===== src/rtl/uart_sys_ctrl.sv =====
// Command sequencer: parses framed bytes from the UART RX path and drives
// register-file writes/reads, ALU operations and the TX byte handshake.
module uart_sys_ctrl #(
    parameter int DATA_W = 8,
    parameter int ADDR_W = 4,
    parameter int FUN_W  = 4
) (
    input  logic                  clk,
    input  logic                  reset,
    input  logic [DATA_W-1:0]     rx_data,
    input  logic                  rx_valid,
    output logic                  rf_wr_en,
    output logic                  rf_rd_en,
    output logic [ADDR_W-1:0]     rf_addr,
    output logic [DATA_W-1:0]     rf_wr_data,
    input  logic [DATA_W-1:0]     rf_rd_data,
    input  logic                  rf_rd_valid,
    output logic                  alu_en,
    output logic [FUN_W-1:0]      alu_fun,
    input  logic [2*DATA_W-1:0]   alu_out,
    input  logic                  alu_out_valid,
    output logic                  alu_clk_en,
    output logic [DATA_W-1:0]     tx_data,
    output logic                  tx_valid,
    input  logic                  tx_ready,
    output logic                  cmd_drop
);

    localparam logic [3:0] IDLE    = 4'd0;
    localparam logic [3:0] WR_ADDR = 4'd1;
    localparam logic [3:0] WR_DATA = 4'd2;
    localparam logic [3:0] RD_ADDR = 4'd3;
    localparam logic [3:0] RD_WAIT = 4'd4;
    localparam logic [3:0] ALU_A   = 4'd5;
    localparam logic [3:0] ALU_B   = 4'd6;
    localparam logic [3:0] ALU_FUN = 4'd7;
    localparam logic [3:0] ALU_RUN = 4'd8;
    localparam logic [3:0] TX_LO   = 4'd9;
    localparam logic [3:0] TX_HI   = 4'd10;

    localparam logic [DATA_W-1:0] CMD_RF_WR   = DATA_W'(8'hAA);
    localparam logic [DATA_W-1:0] CMD_RF_RD   = DATA_W'(8'hBB);
    localparam logic [DATA_W-1:0] CMD_ALU_OP  = DATA_W'(8'hCC);
    localparam logic [DATA_W-1:0] CMD_ALU_NOP = DATA_W'(8'hDD);

    logic [3:0]        state;
    logic [DATA_W-1:0] result_hi;
    logic              busy;

    // States that cannot accept a new byte; anything arriving here is dropped.
    assign busy = (state == RD_WAIT) || (state == ALU_RUN) ||
                  (state == TX_LO)   || (state == TX_HI);

    always_ff @(posedge clk) begin
        if (reset) begin
            state      <= IDLE;
            rf_wr_en   <= 1'b0;
            rf_rd_en   <= 1'b0;
            rf_addr    <= '0;
            rf_wr_data <= '0;
            alu_en     <= 1'b0;
            alu_fun    <= '0;
            alu_clk_en <= 1'b0;
            tx_data    <= '0;
            tx_valid   <= 1'b0;
            cmd_drop   <= 1'b0;
            result_hi  <= '0;
        end else begin
            // NOTE: strobes default low each cycle with non-blocking assignments,
            // so any branch that sets one produces exactly a one-cycle pulse.
            rf_wr_en <= 1'b0;
            rf_rd_en <= 1'b0;
            cmd_drop <= rx_valid && busy;

            case (state)
                IDLE: begin
                    if (rx_valid) begin
                        case (rx_data)
                            CMD_RF_WR: state <= WR_ADDR;
                            CMD_RF_RD: state <= RD_ADDR;
                            CMD_ALU_OP: begin
                                state      <= ALU_A;
                                alu_clk_en <= 1'b1;
                            end
                            CMD_ALU_NOP: begin
                                state      <= ALU_FUN;
                                alu_clk_en <= 1'b1;
                            end
                            default: cmd_drop <= 1'b1;
                        endcase
                    end
                end
                WR_ADDR: if (rx_valid) begin
                    rf_addr <= rx_data[ADDR_W-1:0];
                    state   <= WR_DATA;
                end
                WR_DATA: if (rx_valid) begin
                    rf_wr_data <= rx_data;
                    rf_wr_en   <= 1'b1;
                    state      <= IDLE;
                end
                RD_ADDR: if (rx_valid) begin
                    rf_addr  <= rx_data[ADDR_W-1:0];
                    rf_rd_en <= 1'b1;
                    state    <= RD_WAIT;
                end
                RD_WAIT: if (rf_rd_valid) begin
                    // A read returns a single byte, so it skips straight to TX_HI.
                    tx_data  <= rf_rd_data;
                    tx_valid <= 1'b1;
                    state    <= TX_HI;
                end
                ALU_A: if (rx_valid) begin
                    rf_addr    <= '0;
                    rf_wr_data <= rx_data;
                    rf_wr_en   <= 1'b1;
                    state      <= ALU_B;
                end
                ALU_B: if (rx_valid) begin
                    rf_addr    <= ADDR_W'(1);
                    rf_wr_data <= rx_data;
                    rf_wr_en   <= 1'b1;
                    state      <= ALU_FUN;
                end
                ALU_FUN: if (rx_valid) begin
                    alu_fun <= rx_data[FUN_W-1:0];
                    alu_en  <= 1'b1;
                    state   <= ALU_RUN;
                end
                ALU_RUN: if (alu_out_valid) begin
                    result_hi  <= alu_out[2*DATA_W-1:DATA_W];
                    tx_data    <= alu_out[DATA_W-1:0];
                    tx_valid   <= 1'b1;
                    alu_en     <= 1'b0;
                    alu_clk_en <= 1'b0;
                    state      <= TX_LO;
                end
                TX_LO: if (tx_ready) begin
                    tx_data <= result_hi;
                    state   <= TX_HI;
                end
                TX_HI: if (tx_ready) begin
                    tx_valid <= 1'b0;
                    state    <= IDLE;
                end
                default: state <= IDLE;
            endcase
        end
    end

endmodule

===== config.mk =====
export PLATFORM = sky130hd
export DESIGN_NAME = uart_sys_ctrl
export DESIGN_NICKNAME = d
export VERILOG_FILES = /design/src/rtl/uart_sys_ctrl.sv
export SDC_FILE = /design/constraint.sdc
export NUM_CORES = 1
export LEC_CHECK = 0
export ABC_CLOCK_PERIOD_IN_PS = 1850
export CAP_MARGIN = 20
export CORE_MARGIN = 2
export CORE_UTILIZATION = 45
export DETAILED_ROUTE_END_ITERATION = 8
export PLACE_DENSITY_LB_ADDON = 0.1
export SETUP_SLACK_MARGIN = 0.4
export SYNTH_ARGS = -nofsm -noshare
export SYNTH_HDL_FRONTEND = slang
export SYNTH_SLANG_ARGS = --single-unit
export TNS_END_PERCENT = 5

===== constraint.sdc =====
create_clock -name clk -period 1.85 [get_ports clk]
set_input_delay 0.185 -clock clk [delete_from_list [all_inputs] [get_ports clk]]
set_output_delay 0.185 -clock clk [all_outputs]
set_load 0.05 [all_outputs]

; Word level (Yosys, flattened, before mapping)
; Cells that the tools add are included.
[totals]
reg_bits = 42
latchBits = 0
ramBits = 0
rom_bits = 0
out_inout_bits = 30
n_memories = 0
[classes]
n_addsub = 0
multipliers = 0
div_mod_pow = 0
order_cmp = 0
eq_ne = 28
n_shift = 0
mux = 34
n_bitwise = 2
reduce_logical = 25
[op_table]
columns = op, count
row1 = $mux 4, 13
row2 = $pmux 4 s11, 1
row3 = $eq 8x8->1 const B, 4
row4 = $mux 8, 3
row5 = $ne 2x2->1 const B, 12
row6 = $pmux 8 s3, 1
row7 = $eq 4x3->1 const B, 4
row8 = $pmux 4 s4, 1
row9 = $reduce_and 4->1, 4
row10 = $eq 4x4->1 const B, 3
row11 = $pmux 4 s3, 1
row12 = $reduce_and 12->1, 1
row13 = $mux 1, 11
row14 = $reduce_bool 3->1, 3
row15 = $eq 4x2->1 const B, 2
row16 = $reduce_or 2->1, 4
row17 = $reduce_and 2->1, 3
row18 = $ne 5x1->1 const B, 1
row19 = $eq 4x1->1 const B, 1
row20 = $logic_not 4->1, 1
row21 = $pmux 1 s2, 2
row22 = $reduce_bool 2->1, 2
row23 = $reduce_or 4->1, 1
row24 = $logic_or 1x1->1, 3
row25 = other kinds (6), 7

; Longest topological paths before layout
[depth]
depth_word = 8
depth_mapped = 7
depth_no_buf = 4

; Worst setup path after synthesis
; No wires, ideal clock.
[synth_timing]
path_type = register to register
start = register state[2]
end = register state[2]
setup_time_ps = 84
arrival_ps = 1343
required_ps = 1766
setup_slack_ps = 423
stages_incl_launch_ff = 6
n_path_buf = 1
synth_period_minus_slack_ps = 1427
path_cell_list = dfxtp_1 > buf_6 > or3_4 > nor4_2 > o221ai_1 > o31ai_2
[synth_via]
elab_chain_cells = 3
[synth_lines]
columns = element, line_no
row1 = "start, declared", 46  ; logic [3:0] state;
row2 = "start signal, assigned", 56  ; state <= IDLE;
row3 = "start signal, assigned", 79  ; CMD_RF_WR: state <= WR_ADDR;
row4 = "start signal, assigned", 80  ; CMD_RF_RD: state <= RD_ADDR;
row5 = "$logic_not 4->1, or another cell as far along", 75  ; case (state)
row6 = $ne 5x1->1 (no source line) / $ne 2x2->1 (equally long branches), -
row7 = $reduce_and 12->1 (no source line), -
; Several ways; a longest one is shown, not always the timed one.
; A chain may end at the register's enable or synchronous reset.

; Worst setup path after layout
[layout_timing]
start = register rf_wr_data[4]
end = output port rf_wr_data[4]
[layout_rtl]
columns = element, line_no
row1 = "start, declared", 15  ; output logic [DATA_W-1:0] rf_wr_data,
row2 = "start signal, assigned", 98  ; rf_wr_data <= rx_data;
row3 = "start signal, assigned", 115  ; rf_wr_data <= rx_data;
row4 = "start signal, assigned", 121  ; rf_wr_data <= rx_data;
; No word-level cell between the ends.

==> flow_summary_export.csv <==
group,metric,value,unit
placed_design,placed_cell_area,2970,um^2
synth,synthAdderAreaFrac,0,%
sta,min_period,1640,ps
synth,synthFlopType,"dfxtp_1",
synth,synth_cell_types,52,
sta,maxSlewViolCount,0,
sta,setup_viol_count_final,0,
worst_setup_path,crit_type,"reg2out",
job,maxCapViolations,0,
final_layout,drive_above_1_share,16.8,%
cts,htreeDepth,2,
sta,min_period_over_period,88.9,%
cts,path_clk_slew,80,ps
worst_setup_path,slowest_stage,"clkdlybuf4s50_1",
cts,clock_latency,300,ps
worst_setup_path,worstPathCellList,"clkdlybuf4s50_1",
synth,netlist_instances,234,
min_path,min_path_type,"reg2reg",
placed_design,io_buffers,67,
worst_setup_path,end_kind,"output port",
final_layout,nFillCells,381,
drt,num_vias,1962,
worst_setup_path,max_stage_delay,820,ps
drt,drt_iter0_markers,103,
cts,cts-root-buf,"clkbuf_8",
floorplan,num_io_pins,68,
worst_setup_path,path_max_fanout,2,
global_routing,antenna_found_initial,0,
synth,async_flop_share,0,%
cts,clk_path_buf_depth,2,
synth,synth-edff-count,0,
floorplan,die_w,72.9,um
floorplan,core.rowCount,25,
sta,worst_pin_slew,536,ps
synth,yosysTopAreaCellShare,39.3,%
synth,synth_top_family_by_area,"simple AND/OR/NAND/NOR gates",
synth,synth-simple-area-share,21.3,%
synth,seq_area_frac_synth,39.3,%
drt,vias_per_cell,5.23,
synth,yosys-top-cells-area,"dfxtp_1, mux2i_1, nor2_1, nand2_1, o211ai_1",
worst_setup_path,cp.arrival,1460,ps
cts,cts_tree,"built",
synth,synth_area,2140,um^2
synth,synth.avg_cell_area,9.13,um^2
final_layout,n_antenna_cell,0,
cts,cts.sinks,42,
pwr,ir_drop,0.491,mV
global_routing,grt_pass1_vias,1791,
run_status,status,"completed",
final_layout,multiInputGateArea,1210,um^2
sta,fmax,608,MHz
final_layout,nNetsFinal,358,
synth,yosysWarnings,0,
synth,syn_nets,272,
final_layout,area_growth,48.4,%
global_routing,overflow,0,
synth,synth-xor-area-share,1.23,%
sta,relSlewSlack,64.2,%
pwr,leakage,1.19,nW
global_routing,grt_max_degree,26,
synth,synth_mux_area_share,16.9,%
synth,synth_top_cell_by_area,"dfxtp_1",
pwr,p_per_area,532,nW/um^2
sta,hold_viol,0,
placed_design,hpwl,4040,um
final_layout,layout_commonest_cell,"clkdlybuf4s50_1",
final_layout,postLayoutCellArea,3170,um^2
cts,cts_buffers,5,
drt,drc,0,
floorplan,start_util,45.9,%
final_layout,seq_area,848,um^2
drt,antenna_left,0,
sta,setup_tns,0,ps
drt,totalWireLength,5460,um
floorplan,die_height,72.9,um
final_layout,layout_common_cells,"clkdlybuf4s50_1, dfxtp_1, mux2i_1, nor2_1, nand2_1",
worst_setup_path,cp.required,1660,ps
floorplan,coreArea,4660,um^2
placed_design,place.gp.congestion,0.859,
sta,fin_skew,5.23,ps
global_routing,grt_first_pass_wirelength,8650,um
worst_setup_path,path_buf_inv,1,
synth,synth_compound_area_share,15.8,%
sta,rsz0062_at_grt,"true",
drt,drt_pass1_iterations,4,
worst_setup_path,cp-start-kind,"flop",
worst_setup_path,cpLargestDelayFamily,"buffers and inverters",
synth,ys_seq_elements,42,
floorplan,die_area,5320,um^2
drt,wl_per_cell,14.5,um
global_routing,grt.total_usage,20.9,%
final timing paths:
path	end	cells past startpoint	from	slack, ps
hold reg to reg	rf_addr[1]	2	rf_addr[1]	460
setup / recovery	rf_wr_data[4]	1	rf_wr_data[4]	210
setup reg to reg	state[2]	5	state[2]	230
hold / removal	rf_addr[1]	2	rf_addr[1]	460
synth_stat cells (3+ instances only):
master     count
a211oi_1       3
a21oi_1        9
buf_2          4
buf_4          4
clkbuf_1       6
dfxtp_1       42
inv_1          6
mux2i_1       36
nand2_1       25
nand2b_1       3
nand3_1        3
nand4bb_1      3
nor2_1        26
nor2b_1        4
o211ai_1       9
o21ai_0        5
kinds of logic (layout without fill, tap and decap cells):
group                  Yosys count  count (layout)
AND/OR/NAND/NOR                 84              84
buffers and inverters           22             109
AO/OA/AOI/OAI                   47              47
multiplexers                    36              36
flip-flops                      42              42
XOR/XNOR                         3               3
state kept, by name, summed over array words and instances (netlist names):
name and cells:
result_hi 8, state 4, tx_data 8, rf_addr 4, rf_wr_data 8, alu_fun 4
alu_clk_en 1, rf_wr_en 1, cmd_drop 1, tx_valid 1, alu_en 1, rf_rd_en 1
layer usage:
layer / vias to the layer above / share of wire, % / track usage (%)
met4: 0 / 1.0 / 4.94
met1: 895 / 47 / 29.2
met3: 5 / 4.8 / 4.28
met2: 55 / 47 / 33.3
li1: 1007 / - / -
met5: - / 0 / 0
final cells by class:
| class | instances | area share [%] |
|---|---|---|
| Multi-Input combinational cell | 170 | 38.3 |
| Timing Repair Buffer | 95 | 29.4 |
| Sequential cell | 42 | 26.7 |
| Clock buffer | 5 | 2.17 |
| Tap cell | 54 | 2.13 |
| Inverter | 6 | 0.710 |
| Clock inverter | 3 | 0.592 |
through the flow:
step	utilization (%)	hold slack, ps	instances	total power, W	setup WS (ps)
CTS	66.6	458	373	0.00170	199
finish	68.1	456	375	0.00169	205
global placement	63.7	442	364	0.00112	94.8
floorplan	-	294	234	0.000995	423
detailed placement	63.7	448	364	0.00112	62.9
global route	68.1	477	375	0.00175	167
timing repair:
action,in CTS,in global routing
resized for setup,10,7
cloned,0,1
buffers inserted,1,1
endpoints found under the setup margin,71,71
pin swaps,1,0
hold buffers,0,0
report_power, final:
group | switching (W) | internal (W) | total, W
Sequential | 0.00000289 | 0.000904 | 0.000907
Clock | 0.000326 | 0.000266 | 0.000591
Combinational | 0.0000782 | 0.000110 | 0.000188
Power figures use the tool's default switching activity.
==> edit: new RTL, config.mk and constraints unchanged <==
Change the parameter `ADDR_W` from 4 to 3.
--- a/src/rtl/uart_sys_ctrl.sv
+++ b/src/rtl/uart_sys_ctrl.sv
@@ -4,3 +4,3 @@
     parameter int DATA_W = 8,
-    parameter int ADDR_W = 4,
+    parameter int ADDR_W = 3,
     parameter int FUN_W  = 4
Interface: changed (resized rf_addr); port bits go from 68 to 67. No check against the original RTL was run, so the function may have changed too.
==> edit against the original RTL <==
  * Utilization increased by 2.3 points
  * Wire length decreased by 0.37%
  * Power increased by 7.4%
  * Design area increased by 3.4%
  * Sequential cell count decreased by 1
  * Worst hold slack got worse by 0.039 ns
  * Count of clock-buffer cells in the layout increased by 1
  * Sequential share of layout area decreased by 1.4 points
  * Combinational power increased by 12%
  * Area after synthesis increased by 0.12%
  * Sequential power decreased by 2.6%
  * Setup slack about the same
==> edit: results (changes against the original RTL) <==
The run finished with clean final reports. The logs give 1,930 (was 1,791) for the number of global-route vias before repair and 82 (was 103) for the number of DRC markers in iteration 0. Net count of the finished layout: 359 (was 358). Reported leakage power: 1.35 nW (was 1.19 nW). Cell at the root of the clock tree: clkbuf_8 (unchanged). The maximum buffer depth of the clock tree was 2 (unchanged); the maximum number of pins on one net before global-route repair was 26 (unchanged).

The via count of the routed design came out at 2,026 (was 1,962). For the share of the yosys chip area belonging to registers, the log shows 38.4% (was 39.3%). Kind of cell adding the most delay to the critical path: buffers and inverters (unchanged). The overall routing resource usage is 21.9% (was 20.9%), and the clock skew after layout is 0.00966 ns (was 0.00523 ns). The delay of the slowest cell on the worst path is 0.81 ns. The tools report the maximum vdd drop as 0.429 mV (was 0.491 mV). Most common library cells after synthesis: 41 x dfxtp_1, 37 x mux2i_1, 35 x nor2_1, 12 x nand2b_1 (was 42 x dfxtp_1, 36 x mux2i_1, 26 x nor2_1, 25 x nand2_1). For the HPWL after detailed placement, the log shows 4.04 mm (about the same). The wire length of the first global-routing pass is 9.03 mm (was 8.65 mm), and the number of failing setup endpoints in the final timing report is 0 (unchanged). Largest registers ranked by flip-flop count: result_hi x8, rf_wr_data x8, tx_data x8 (unchanged). The kind of path behind the tightest hold check was input port to flip-flop (was flip-flop to flip-flop). The master of the slowest instance on the critical path is clkdlybuf4s50_1 (unchanged). The async set-or-reset flop fraction in the synthesized netlist was 0% (unchanged). Cells taking the most area after synthesis: dfxtp_1 38%, mux2i_1 17%, nor2_1 6.1%, a211o_1 4.5%, nand2b_1 3.5% (was dfxtp_1 39%, mux2i_1 17%, nor2_1 4.6%, nand2_1 4.4%, o211ai_1 3.2%).

The logs give 0 (unchanged) for the number of synthesis warnings and 0.000399 W (was 0.000407 W) for the net switching power. Routed wirelength normalized by instance count: 14.5 um (about the same). The number of different library cells in the post-synthesis netlist was 44 (was 52); the arrival time of data at the critical path endpoint was 1.46 ns (about the same). The maximum level of the CTS H-tree was 2 (unchanged); the clock-pin slew of the registers on the worst-case setup and hold paths was 0.08 ns (about the same). The largest fanout of any net on the critical path works out to 2 (unchanged). The number of buffers created by CTS was 5 (unchanged). The logs give 269 (was 272) for the net count of the mapped netlist and 0.30 ns (about the same) for the latest clock arrival within the worst-skew pair. The tools report the routability-driven placement congestion ratio as 0.839 (was 0.859).

The initial antenna violation count came out at 0 (unchanged). The slew at the pin closest to its max-slew limit is 0.520 ns (was 0.536 ns), and the area of placed instances is 3040 um^2 (was 2970 um^2). The number of I/O port buffers was 66 (was 67).

The share of post-route cells with drive strength above 1 works out to 19.3% (was 16.8%). The logs give 0 (unchanged) for the aggregate global routing overflow and 4 (unchanged) for the number of detailed-route iterations in the first pass. The number of antenna repair diodes is 0 (unchanged).
edit: changes by cell type in the layout (fill, tap and decap cells not counted), moves of 3 or more:
cell             unedited run  this run
buf_4                      23        30
dlygate4sd2_1               1         5
nor2_1                     26        34
a211o_1                     1        11
clkdlybuf4s50_1            65        58
o21ai_0                     5         2
inv_1                       6         3
nand2_1                    25         8
nand2b_1                    2        12
o211ai_1                    9         0
edit: routing by layer:
| layer | wire length [um] | up-vias | track usage (%) | part of all wire (%) |
|---|---|---|---|---|
| met3 | 325 | 10 | 6.08 | 6.0 |
| met1 | 2440 | 943 | 28.5 | 45 |
| met5 | 0 | - | 0 | 0 |
| li1 | - | 1008 | - | - |
| met4 | 83 | 0 | 7.20 | 1.5 |
| met2 | 2580 | 65 | 35.1 | 48 |
edit: path summary, 6_finish.rpt:
path / cells after the start / to / slack (ns) / start
worst max-delay path: 1 / rf_addr[2] / 0.20 / rf_addr[2]
worst min-delay path: 3 / rf_wr_data[6] / 0.42 / rx_data[6]
worst max register to register: 4 / alu_clk_en / 0.27 / state[3]
worst min register to register: 2 / rf_addr[1] / 0.46 / rf_addr[1]
edit: through the flow:
step	instances	hold WS, ns	worst slack (ns)
final	376	0.417	0.205
after global routing	376	0.444	0.173
after CTS	376	0.414	0.195
after detailed placement	364	0.446	-0.143
after global placement	364	0.438	-0.0718
after floorplan	231	0.329	0.354
edit: layout make-up:
type,count,area (um^2)
Inverter,3,11.3
Sequential cell,41,831
Clock inverter,2,38.8
Multi-Input combinational cell,171,1320
Fill cell,387,1380
Tap cell,54,67.6
Clock buffer,6,72.6
Timing Repair Buffer,99,938
edit: cells by family (layout without fill, tap and decap cells):
group | Yosys count | in the layout | share of synthesized area [%]
buf+inv | 19 | 110 | 3.98
xor+xnor | 4 | 4 | 1.64
simple gates | 85 | 85 | 22.2
compound gates | 44 | 44 | 16.0
mux | 38 | 38 | 17.8
flops | 41 | 41 | 38.4
edit: power groups by stage:
stage	logic, W	registers [W]	clock network (W)
6_report	0.000210	0.000883	0.000719
4_1_cts	0.000211	0.000883	0.000735
2_1_floorplan	0.0000626	0.000913	0
3_5_place_dp	0.000203	0.000907	0
5_1_grt	0.000226	0.000883	0.000780
3_3_place_gp	0.000201	0.000907	0
edit: what timing repair did:
item | CTS | global route
pin swaps | 5 | 0
setup endpoints to repair | 69 | 62
hold endpoints to repair | 0 | 0
resized for setup | 24 | 3
hold buffers | 0 | 0
setup buffers | 4 | 0
